`src/rtl/dac_spi_pkg.sv`:
```
// Shared types and frame layout for the MCP4911-style serial DAC output stage.
// Frame: [15] channel, [14] BUF, [13] GA_n, [12] SHDN_n, [11:2] sample, [1:0] zero.
package dac_spi_pkg;

    typedef enum logic [2:0] {
        IDLE,
        SETUP,
        SHIFT,
        GAP,
        LDAC
    } state_t;

    localparam int FRAME_BITS = 16;
    localparam int DATA_MSB   = 11;
    localparam int DATA_LSB   = 2;
    localparam int CH_BIT     = 15;
    localparam int BUF_BIT    = 14;
    localparam int GA_BIT     = 13;
    localparam int SHDN_BIT   = 12;

    function automatic logic [FRAME_BITS-1:0] frame_word(
        input logic       buf_en,
        input logic       ga_n,
        input logic [9:0] data
    );
        logic [FRAME_BITS-1:0] w;
        w                    = '0;
        w[CH_BIT]            = 1'b0;
        w[BUF_BIT]           = buf_en;
        w[GA_BIT]            = ga_n;
        w[SHDN_BIT]          = 1'b1;
        w[DATA_MSB:DATA_LSB] = data;
        return w;
    endfunction

endpackage

```
`src/rtl/dac_spi_tx_sclk_tick_gen.sv`:
```
// Half-period tick source: one-cycle tick every CLK_DIV cycles,
// realigned by restart so the first tick lands CLK_DIV cycles after it.
module sclk_tick_gen #(
    parameter int CLK_DIV = 2
) (
    input  logic clk,
    input  logic rst,
    input  logic restart,
    output logic tick
);

    localparam int CW = (CLK_DIV > 1) ? $clog2(CLK_DIV) : 1;
    localparam logic [CW-1:0] RELOAD = CW'(CLK_DIV - 1);

    logic [CW-1:0] cnt;

    always_ff @(posedge clk) begin
        if (rst) begin
            cnt <= '0;
        end else if (restart || cnt == '0) begin
            cnt <= RELOAD;
        end else begin
            cnt <= cnt - 1'b1;
        end
    end

    assign tick = (cnt == '0);

endmodule

```
`src/rtl/dac_spi_tx.sv`:
```
// Serial DAC output stage: 10-bit samples framed as 16-bit SPI words (mode 0).
// Define DAC_SPI_LDAC_EN to add the post-frame LDAC latch pulse.
module dac_spi_tx
    import dac_spi_pkg::*;
#(
    parameter int CLK_DIV  = 2,
    parameter int GAIN_1X  = 1,
    parameter int BUFFERED = 0
) (
    input  logic       clk,
    input  logic       rst,
    input  logic [9:0] sample_in,
    input  logic       sample_valid,
    output logic       sample_ready,
    output logic       cs_n,
    output logic       sclk,
    output logic       mosi,
    output logic       ldac_n,
    output logic       busy
);

    if (CLK_DIV < 1 || CLK_DIV > 255) begin : g_bad_div
        $error("dac_spi_tx: CLK_DIV must be in 1..255");
    end

    localparam logic [4:0] LAST_BIT = 5'(FRAME_BITS - 1);

    state_t                state_q, state_d;
    logic [FRAME_BITS-1:0] sr_q, sr_d;
    logic [4:0]            bit_q, bit_d;
    logic                  cs_q, cs_d;
    logic                  sclk_q, sclk_d;
    logic                  restart;
    logic                  tick;
    logic [FRAME_BITS-1:0] frame;

    assign frame = frame_word(BUFFERED != 0, GAIN_1X != 0, sample_in);

    sclk_tick_gen #(
        .CLK_DIV(CLK_DIV)
    ) u_tick (
        .clk    (clk),
        .rst    (rst),
        .restart(restart),
        .tick   (tick)
    );

`ifdef DAC_SPI_LDAC_EN
    logic ldac_q, ldac_d;
`endif

    always_comb begin
        state_d = state_q;
        sr_d    = sr_q;
        bit_d   = bit_q;
        cs_d    = cs_q;
        sclk_d  = sclk_q;
        restart = 1'b0;
`ifdef DAC_SPI_LDAC_EN
        ldac_d  = 1'b1;
`endif
        unique case (state_q)
            IDLE: begin
                if (sample_valid && sample_ready) begin
                    state_d = SETUP;
                    sr_d    = frame;
                    bit_d   = '0;
                    cs_d    = 1'b0;
                    sclk_d  = 1'b0;
                    restart = 1'b1;
                end
            end
            SETUP: begin
                if (tick) begin
                    state_d = SHIFT;
                    sclk_d  = 1'b1;
                end
            end
            SHIFT: begin
                if (tick) begin
                    if (sclk_q) begin
                        // falling edge: present the next bit
                        sclk_d = 1'b0;
                        sr_d   = {sr_q[FRAME_BITS-2:0], 1'b0};
                    end else if (bit_q == LAST_BIT) begin
                        state_d = GAP;
                        cs_d    = 1'b1;
                    end else begin
                        sclk_d = 1'b1;
                        bit_d  = bit_q + 5'd1;
                    end
                end
            end
            GAP: begin
                if (tick) begin
`ifdef DAC_SPI_LDAC_EN
                    state_d = LDAC;
                    ldac_d  = 1'b0;
`else
                    state_d = IDLE;
`endif
                end
            end
`ifdef DAC_SPI_LDAC_EN
            LDAC: begin
                if (tick) begin
                    state_d = IDLE;
                end else begin
                    ldac_d = 1'b0;
                end
            end
`endif
            default: begin
                state_d = IDLE;
            end
        endcase
    end

    always_ff @(posedge clk) begin
        if (rst) begin
            state_q <= IDLE;
            sr_q    <= '0;
            bit_q   <= '0;
            cs_q    <= 1'b1;
            sclk_q  <= 1'b0;
        end else begin
            state_q <= state_d;
            sr_q    <= sr_d;
            bit_q   <= bit_d;
            cs_q    <= cs_d;
            sclk_q  <= sclk_d;
        end
    end

`ifdef DAC_SPI_LDAC_EN
    always_ff @(posedge clk) begin
        if (rst) begin
            ldac_q <= 1'b1;
        end else begin
            ldac_q <= ldac_d;
        end
    end

    assign ldac_n = ldac_q;
`else
    assign ldac_n = 1'b1;
`endif

    // all zeros have shifted in by frame end, so mosi idles low
    assign mosi         = sr_q[FRAME_BITS-1];
    assign cs_n         = cs_q;
    assign sclk         = sclk_q;
    assign busy         = (state_q != IDLE);
    assign sample_ready = (state_q == IDLE) && !rst;

endmodule

```
`config.mk`:
```
export PLATFORM = sky130hd
export DESIGN_NAME = dac_spi_tx
export DESIGN_NICKNAME = d
export VERILOG_FILES = /design/src/rtl/dac_spi_pkg.sv /design/src/rtl/dac_spi_tx_sclk_tick_gen.sv /design/src/rtl/dac_spi_tx.sv
export SDC_FILE = /design/constraint.sdc
export NUM_CORES = 1
export LEC_CHECK = 0
export BUFFER_PORTS_ARGS = -buffer_cell sky130_fd_sc_hd__buf_2
export CAP_MARGIN = 20
export CORE_ASPECT_RATIO = 1.75
export CORE_UTILIZATION = 50
export CTS_CLUSTER_SIZE = 30
export DETAILED_ROUTE_END_ITERATION = 6
export PLACE_DENSITY = 0.68
export SETUP_SLACK_MARGIN = 0.4
export SYNTH_ARGS = -nofsm -noshare
export SYNTH_HDL_FRONTEND = slang
export SYNTH_SLANG_ARGS = --single-unit
```
`constraint.sdc`:
```
create_clock -name clk -period 3.15 [get_ports clk]
set_input_delay 0.63 -clock clk [delete_from_list [all_inputs] [get_ports clk]]
set_output_delay 0.63 -clock clk [all_outputs]
set_load 0.05 [all_outputs]
```
==> run_results.csv, run 1 <==
group,metric,value,unit
routing,wire_per_inst,13.53,um
floorplan,ios,19,
worst_setup_path,required,2.52,ns
worst_setup_path,endpoint,"sample_ready",
clock_network,clock_latency,0.26,ns
worst_setup_path,worstPathMaxFanout,12,
timing,grt_setup_unrepaired,"false",
floorplan,core,0.002331,mm^2
job,max_cap_violations,0,
yosys,synth.distinct_cells,40,
worst_setup_path,crit_arrival,1.62,ns
routing,wl,2.381,mm
yosys,yosys_most_used_dff,"dfxtp_1",
layout,fillers,211,
timing,fmax,443.6,MHz
worst_setup_path,startpoint,"state_q[0]",
clock_network,cts.sink_count,24,
yosys,syn_area_per_cell,9.151,um^2
worst_hold_path,hold_path.class,"register to register",
routing,antenna_left,0,
power_and_ir_drop,ir_worst_vdd,0.5260,mV
yosys,async_flop_share,0,%
timing,timing.final.crit_share,71.57,%
worst_setup_path,rr_worst_depth,7,
worst_setup_path,r2r_slack,0.99,ns
clock_network,cts_buffer_depth,2,
grt,grt_first_pass_wirelength,3.953,mm
yosys,ys_warn_count,0,
worst_setup_path,cp-start-kind,"register",
grt,grt.busiest_layer,"met2",
yosys,synth_nets,157,
clock_network,cts_tree,"yes",
timing,final-hold-violation-count,0,
timing,final-setup-viol-count,0,
routing,drc,0,
routing,initialDrtViolationCount,18,
clock_network,cts-root-buf,"clkbuf_8",
layout,multiInputGateArea,688.2,um^2
clock_network,cts_resized,0,
grt,grt_pass1_vias,953,
worst_setup_path,timing.rr.start,"bit_q[0]",
layout,syn_to_final_growth,12.38,%
worst_setup_path,r2r_end,"bit_q[3]",
placed_design,dp_worst_setup_slack,1.018,ns
layout,drive_above_1_share,17.22,%
layout,layout.nets,172,
yosys,synthTopCellsByArea,"dfxtp_1, mux2i_1, ha_1, a211oi_1, nor2_1",
placed_design,io_buffers,17,
yosys,synth_edf_count,0,
floorplan,die_area,0.002719,mm^2
yosys,synth.ff_latch_count,24,
placed_design,place_hpwl,1.785,mm
placed_design,place_congestion,0.7684,
timing,min_period,2.254,ns
floorplan,num_rows,23,
run_status,status,"finished clean",
grt,met1_usage,20.85,%
routing,vias_per_cell,5.642,
worst_setup_path,end_kind,"output pin",
grt,antenna_found_initial,0,
yosys,syn_area,0.001254,mm^2
grt,grt_max_degree,28,
grt,met3_usage,2.922,%
clock_network,postCtsHoldBufs,0,
timing,final.setup.tns,0,ns
layout,diodes,0,
grt,track_usage,20.61,%
grt,met2_usage,39.34,%
layout,regArea,480.5,um^2
clock_network,numCtsBuffers,3,
yosys,ys_seq_area_share,38.32,%
timing,report.final.slew_viol_count,0,
floorplan,die-height,68.24,um
clock_network,cts_setup_buffers,0,
yosys,synth_top_cell_by_area,"dfxtp_1",
floorplan,start_util,53.78,%
timing,fin_ws,0.8955,ns
floorplan,die_w,39.85,um
clock_network,cts.htree.levels,1,
grt,grt_overflow_total,0,
clock_network,clk_pin_slew,0.08,ns
routing,vias,993,
power_and_ir_drop,p_per_area,896.4,mW/mm^2
power_and_ir_drop,p_leak,0.5616,nW
layout,final_util,60.44,%
yosys,postSynthCellCount,137,
routing,firstDrtPassIters,4,
yosys,synth_top_area_share,38.32,%
timing,fin_worst_skew,0.001090,ns
worst_setup_path,worstSetupPathType,"register to output pin",
worst max-delay path, stage by stage (launching register included):
cell     delay [ns]
dfxtp_1        0.35
inv_1          0.12
ha_1           0.44
inv_1          0.10
nor2_1         0.09
buf_2          0.27
synthesized netlist by cell type, drive strengths merged, types with 2 or more instances:
| master | instances |
|---|---|
| o21a | 3 |
| a21oi | 3 |
| clkbuf | 2 |
| nand2 | 6 |
| nor2 | 19 |
| mux2i | 12 |
| a2bb2oi | 2 |
| a211oi | 10 |
| a31oi | 2 |
| dfxtp | 24 |
| nand3 | 3 |
| ha | 7 |
| o32ai | 2 |
| buf | 7 |
| nand2b | 3 |
| inv | 10 |
| a311oi | 2 |
how the worst min path moves through the flow:
stage / from / end / depth (start not counted)
after detailed placement: sr_q[12] / sr_q[13] / 2
after global placement: sr_q[12] / sr_q[13] / 2
after CTS: sr_q[12] / sr_q[13] / 2
after global routing: sr_q[12] / sr_q[13] / 2
after floorplan: sr_q[11] / sr_q[12] / 2
final: sr_q[12] / sr_q[13] / 2
power by group:
group	internal (mW)	switching [mW]
Clock	0.170	0.0964
Sequential	0.376	0.0518
Combinational	0.221	0.347
flip-flops by register name, indices dropped and copies added, names as in the netlist:
name / cells
bit_q: 5
cs_n: 1
sr_q: 14
state_q: 2
u_tick.cnt: 1
sclk: 1
kinds of logic after synthesis:
| logic type | Yosys count | share of synthesized area [%] |
|---|---|---|
| buf+inv | 19 | 6.787 |
| mux | 12 | 9.581 |
| simple gates | 41 | 17.07 |
| compound gates | 33 | 20.96 |
| flops | 24 | 38.32 |
| fa+ha+maj | 7 | 6.986 |
| other cells | 1 | 0.2991 |
cells in the final DEF (no fill, tap or decap), drive strengths merged, types with 2 or more instances in the layout:
cell type   n
a311oi      2
mux2i      12
a21oi       3
buf        19
ha          7
inv        10
o32ai       2
a31oi       2
o21a        3
nand2b      3
a211oi     10
nor2       19
nand3       3
nand2       6
a2bb2oi     2
clkbuf      3
dfxtp      24
layer usage:
metal | vias up | routed length [um]
li1 | 515 | -
met1 | 455 | 986
met2 | 17 | 1295
met3 | 6 | 56
met4 | 0 | 42
met5 | - | 0
area by class of cell:
class / count / share of cell area, %
well taps: 25 / 2.220
clock inverters: 1 / 2.131
flip-flops and latches: 24 / 34.10
inverters: 10 / 2.664
multi-input cells: 94 / 48.85
repair buffers: 19 / 7.105
clock buffers: 3 / 2.931
through the flow:
stage | instances | hold slack, ns | cell area (um^2) | power (mW)
after CTS | 176 | 0.4796 | 1409 | 1.275
after floorplan | 137 | 0.4423 | 1254 | 0.9059
after detailed placement | 172 | 0.4650 | 1338 | 1.006
after global routing | 176 | 0.4857 | 1409 | 1.356
after global placement | 172 | 0.4503 | 1338 | 0.9920
final | 176 | 0.4719 | 1409 | 1.263
(Power assumes the default switching activity.)
==> run 2: changes to the inputs <==
--- a/config.mk
+++ b/config.mk
@@ -5,13 +5,14 @@
 export SDC_FILE = /design/constraint.sdc
 export NUM_CORES = 1
 export LEC_CHECK = 0
+export ABC_AREA = 1
 export BUFFER_PORTS_ARGS = -buffer_cell sky130_fd_sc_hd__buf_2
 export CAP_MARGIN = 20
 export CORE_ASPECT_RATIO = 1.75
 export CORE_UTILIZATION = 50
 export CTS_CLUSTER_SIZE = 30
 export DETAILED_ROUTE_END_ITERATION = 6
-export PLACE_DENSITY = 0.68
+export PLACE_DENSITY = 0.71
 export SETUP_SLACK_MARGIN = 0.4
 export SYNTH_ARGS = -nofsm -noshare
 export SYNTH_HDL_FRONTEND = slang
==> constraint.sdc (replaced) <==
create_clock -name clk -period 1.92 [get_ports clk]
set_input_delay 0.384 -clock clk [delete_from_list [all_inputs] [get_ports clk]]
set_output_delay 0.384 -clock clk [all_outputs]
set_load 0.05 [all_outputs]
==> run 2 against run 1 <==
Synthesized cell count rose by 63%. Via count grew 49%. Count of clock-buffer cells in the layout increased by 1. Worst setup slack got worse by 0.58 ns. Global-route usage up 0.93 points. Core utilization rose by 14 points. Synthesized area rose by 12%. Hold slack got worse by 0.090 ns. Largest cell class unchanged. Largest power group unchanged.
==> run_results.csv, run 2 <==
group,metric,value,unit
yosys,ys_warn_count,0,
placed_design,dp_cells,261,
worst_setup_path,r2r_end,"sr_q[13]",
worst_setup_path,timing.rr.start,"state_q[0]",
yosys,async_flop_share,0,%
grt,grt_first_pass_wirelength,5.057,mm
floorplan,core,0.002690,mm^2
layout,syn_to_final_growth,42.45,%
yosys,yosys_most_used_dff,"dfxtp_1",
placed_design,place_hpwl,1.936,mm
power_and_ir_drop,p_clk_share,8.5,%
floorplan,die-height,72,um
yosys,ys_seq_area_share,34.32,%
layout,layout.nets,285,
layout,layout_common_cells,"nand2_1, nor2_1, inv_1",
worst_setup_path,worstSetupPathType,"register to output pin",
routing,vias_per_cell,5.089,
timing,timing.final.crit_share,83.33,%
layout,final_util,74.14,%
grt,grt_pass1_vias,1248,
power_and_ir_drop,combPwrFrac,71.1,%
power_and_ir_drop,p_seq_share,20.4,%
worst_setup_path,required,1.54,ns
power_and_ir_drop,switchingPower,2.044,mW
timing,whs,0.3820,ns
routing,wire_per_inst,13.98,um
run_status,status,"finished clean",
worst_hold_path,holdPathStages,2,
yosys,synth_top_area_share,34.32,%
yosys,postSynthCellCount,223,
clock_network,numCtsBuffers,3,
yosys,synth_commonest_cells,"nand2_1, nor2_1, inv_1",
worst_setup_path,worstPathMaxFanout,3,
grt,track_usage,21.55,%
timing,fmax,625.0,MHz
worst_hold_path,holdPathEnd,"bit_q[2]",
yosys,synth.ff_latch_count,24,
yosys,synthTopCellsByArea,"dfxtp_1, nand2_1, nor2_1, inv_1, ha_1",
worst_setup_path,r2r_slack,0.33,ns
yosys,synth_top_cell_by_area,"dfxtp_1",
timing,min_period,1.600,ns
clock_network,postCtsHoldBufs,0,
routing,initialDrtViolationCount,41,
worst_setup_path,rr_worst_depth,10,
grt,antenna_found_initial,0,
routing,firstDrtPassIters,5,
yosys,syn_area,0.001400,mm^2
clock_network,cts.htree.levels,1,
worst_hold_path,min_from,"rst",
clock_network,cts.sink_count,24,
clock_network,clock_latency,0.27,ns
layout,final_cells,291,
grt,grt_overflow_total,0,
layout,diodes,0,
routing,wl,4.069,mm
routing,antenna_left,0,
layout,largest_reg_flops,14,
grt,grt_max_degree,24,
yosys,synth.distinct_cells,22,
floorplan,die_area,0.003024,mm^2
timing,grt_setup_unrepaired,"true",
timing,report.final.slew_viol_count,0,
power_and_ir_drop,p_leak,1.012,nW
power_and_ir_drop,intPower,2.036,mW
power_and_ir_drop,sw_frac_of_total,50.09,%
worst_setup_path,end_kind,"output pin",
floorplan,num_rows,25,
timing,final.setup.tns,0,ns
routing,vias,1481,
job,max_cap_violations,0,
floorplan,start_util,52.05,%
yosys,syn_area_per_cell,6.278,um^2
layout,mostFrequentLayoutCell,"nand2_1",
worst_setup_path,cp-start-kind,"register",
clock_network,cts-root-buf,"clkbuf_8",
power_and_ir_drop,p_per_area,2046,mW/mm^2
clock_network,cts_buffer_depth,2,
yosys,synth_edf_count,0,
placed_design,io_buffers,17,
clock_network,cts_tree,"yes",
floorplan,ios,19,
power_and_ir_drop,ir_worst_vdd,1.272,mV
routing,drc,0,
worst_hold_path,hold_path.class,"primary input to register",
layout,drive_above_1_share,36.36,%
layout,top_regs,"sr_q x14, bit_q x5, state_q x2",
clock_network,clk_pin_slew,0.09,ns
timing,final-hold-violation-count,0,
layout,fillers,212,
worst_setup_path,crit_arrival,1.22,ns
yosys,synth_nets,243,
timing,final-setup-viol-count,0,
layout,regMostFlops,"sr_q",
timing,fin_worst_skew,0.006910,ns
yosys,yosysMostFrequentCell,"nand2_1",
placed_design,place_congestion,0.8138,
floorplan,die_w,42,um
run 2: cell count changes in the layout (fill, tap and decap cells not counted), sizes merged, moves of 12 or more:
cell / delta
buf: +23
mux2i: -12
inv: +23
nand2: +64
nor2: +28
o21ai: +12
run 2: critical path, cell delays in order (launching register included):
cell and delay, ns:
dfxtp_2 0.35, inv_4 0.07, ha_4 0.15, clkinvlp_4 0.11
nor2_4 0.10, buf_6 0.16
run 2: cell type report:
type | instances | area (um^2) | area share [%]
Inverter | 34 | 138.9 | 6.964
Tap cell | 27 | 33.78 | 1.694
Sequential cell | 24 | 485.5 | 24.34
Timing Repair Buffer | 42 | 296.5 | 14.87
Multi-Input combinational cell | 160 | 984.7 | 49.37
Clock buffer | 4 | 55.05 | 2.760
run 2: kinds of logic after synthesis:
logic type | share of synthesized area [%]
simple gates | 37.80
buf+inv | 13.23
flops | 34.32
compound gates | 8.132
fa+ha+maj | 6.255
other cells | 0.2678
run 2: repair_timing:
| item | in CTS | in global routing |
|---|---|---|
| pin swaps | 7 | 13 |
| setup endpoints to repair | 24 | 25 |
| setup buffers | 11 | 12 |
| resized for setup | 20 | 36 |
| cloned | 0 | 3 |
run 2: power groups by stage:
stage / Sequential, mW / Clock [mW] / Combinational, mW
finish: 0.833 / 0.345 / 2.90
CTS: 0.818 / 0.350 / 2.11
detailed placement: 0.838 / 0 / 1.76
floorplan: 0.903 / 0 / 1.46
global route: 0.855 / 0.367 / 3.15
global placement: 0.835 / 0 / 1.74
run 2: worst max path at each step:
stage                from      endpoint  slack [ns]
6_report       state_q[0]  sample_ready        0.32
5_1_grt        state_q[0]    state_q[0]        0.25
4_1_cts        state_q[0]  sample_ready        0.29
3_5_place_dp     bit_q[0]      bit_q[0]        0.20
3_3_place_gp     bit_q[0]      bit_q[0]        0.20
2_1_floorplan  state_q[1]      sr_q[11]        0.30
run 2: per-stage QoR:
stage	worst slack (ns)	cell area, um^2	power (mW)
6_report	0.3201	1994	4.080
2_1_floorplan	0.2963	1431	2.361
4_1_cts	0.2858	1720	3.278
3_3_place_gp	0.2043	1508	2.578
3_5_place_dp	0.1993	1508	2.595
5_1_grt	0.2496	1994	4.372
run 2: per-layer routing:
metal  vias up  routed length [um]  global-route usage, %
met4         0                 120                  14.34
met1       685                1531                  20.72
met5         -                   0                      0
met3         8                  96                  2.239
met2        34                2321                  41.49
li1        754                   -                      -
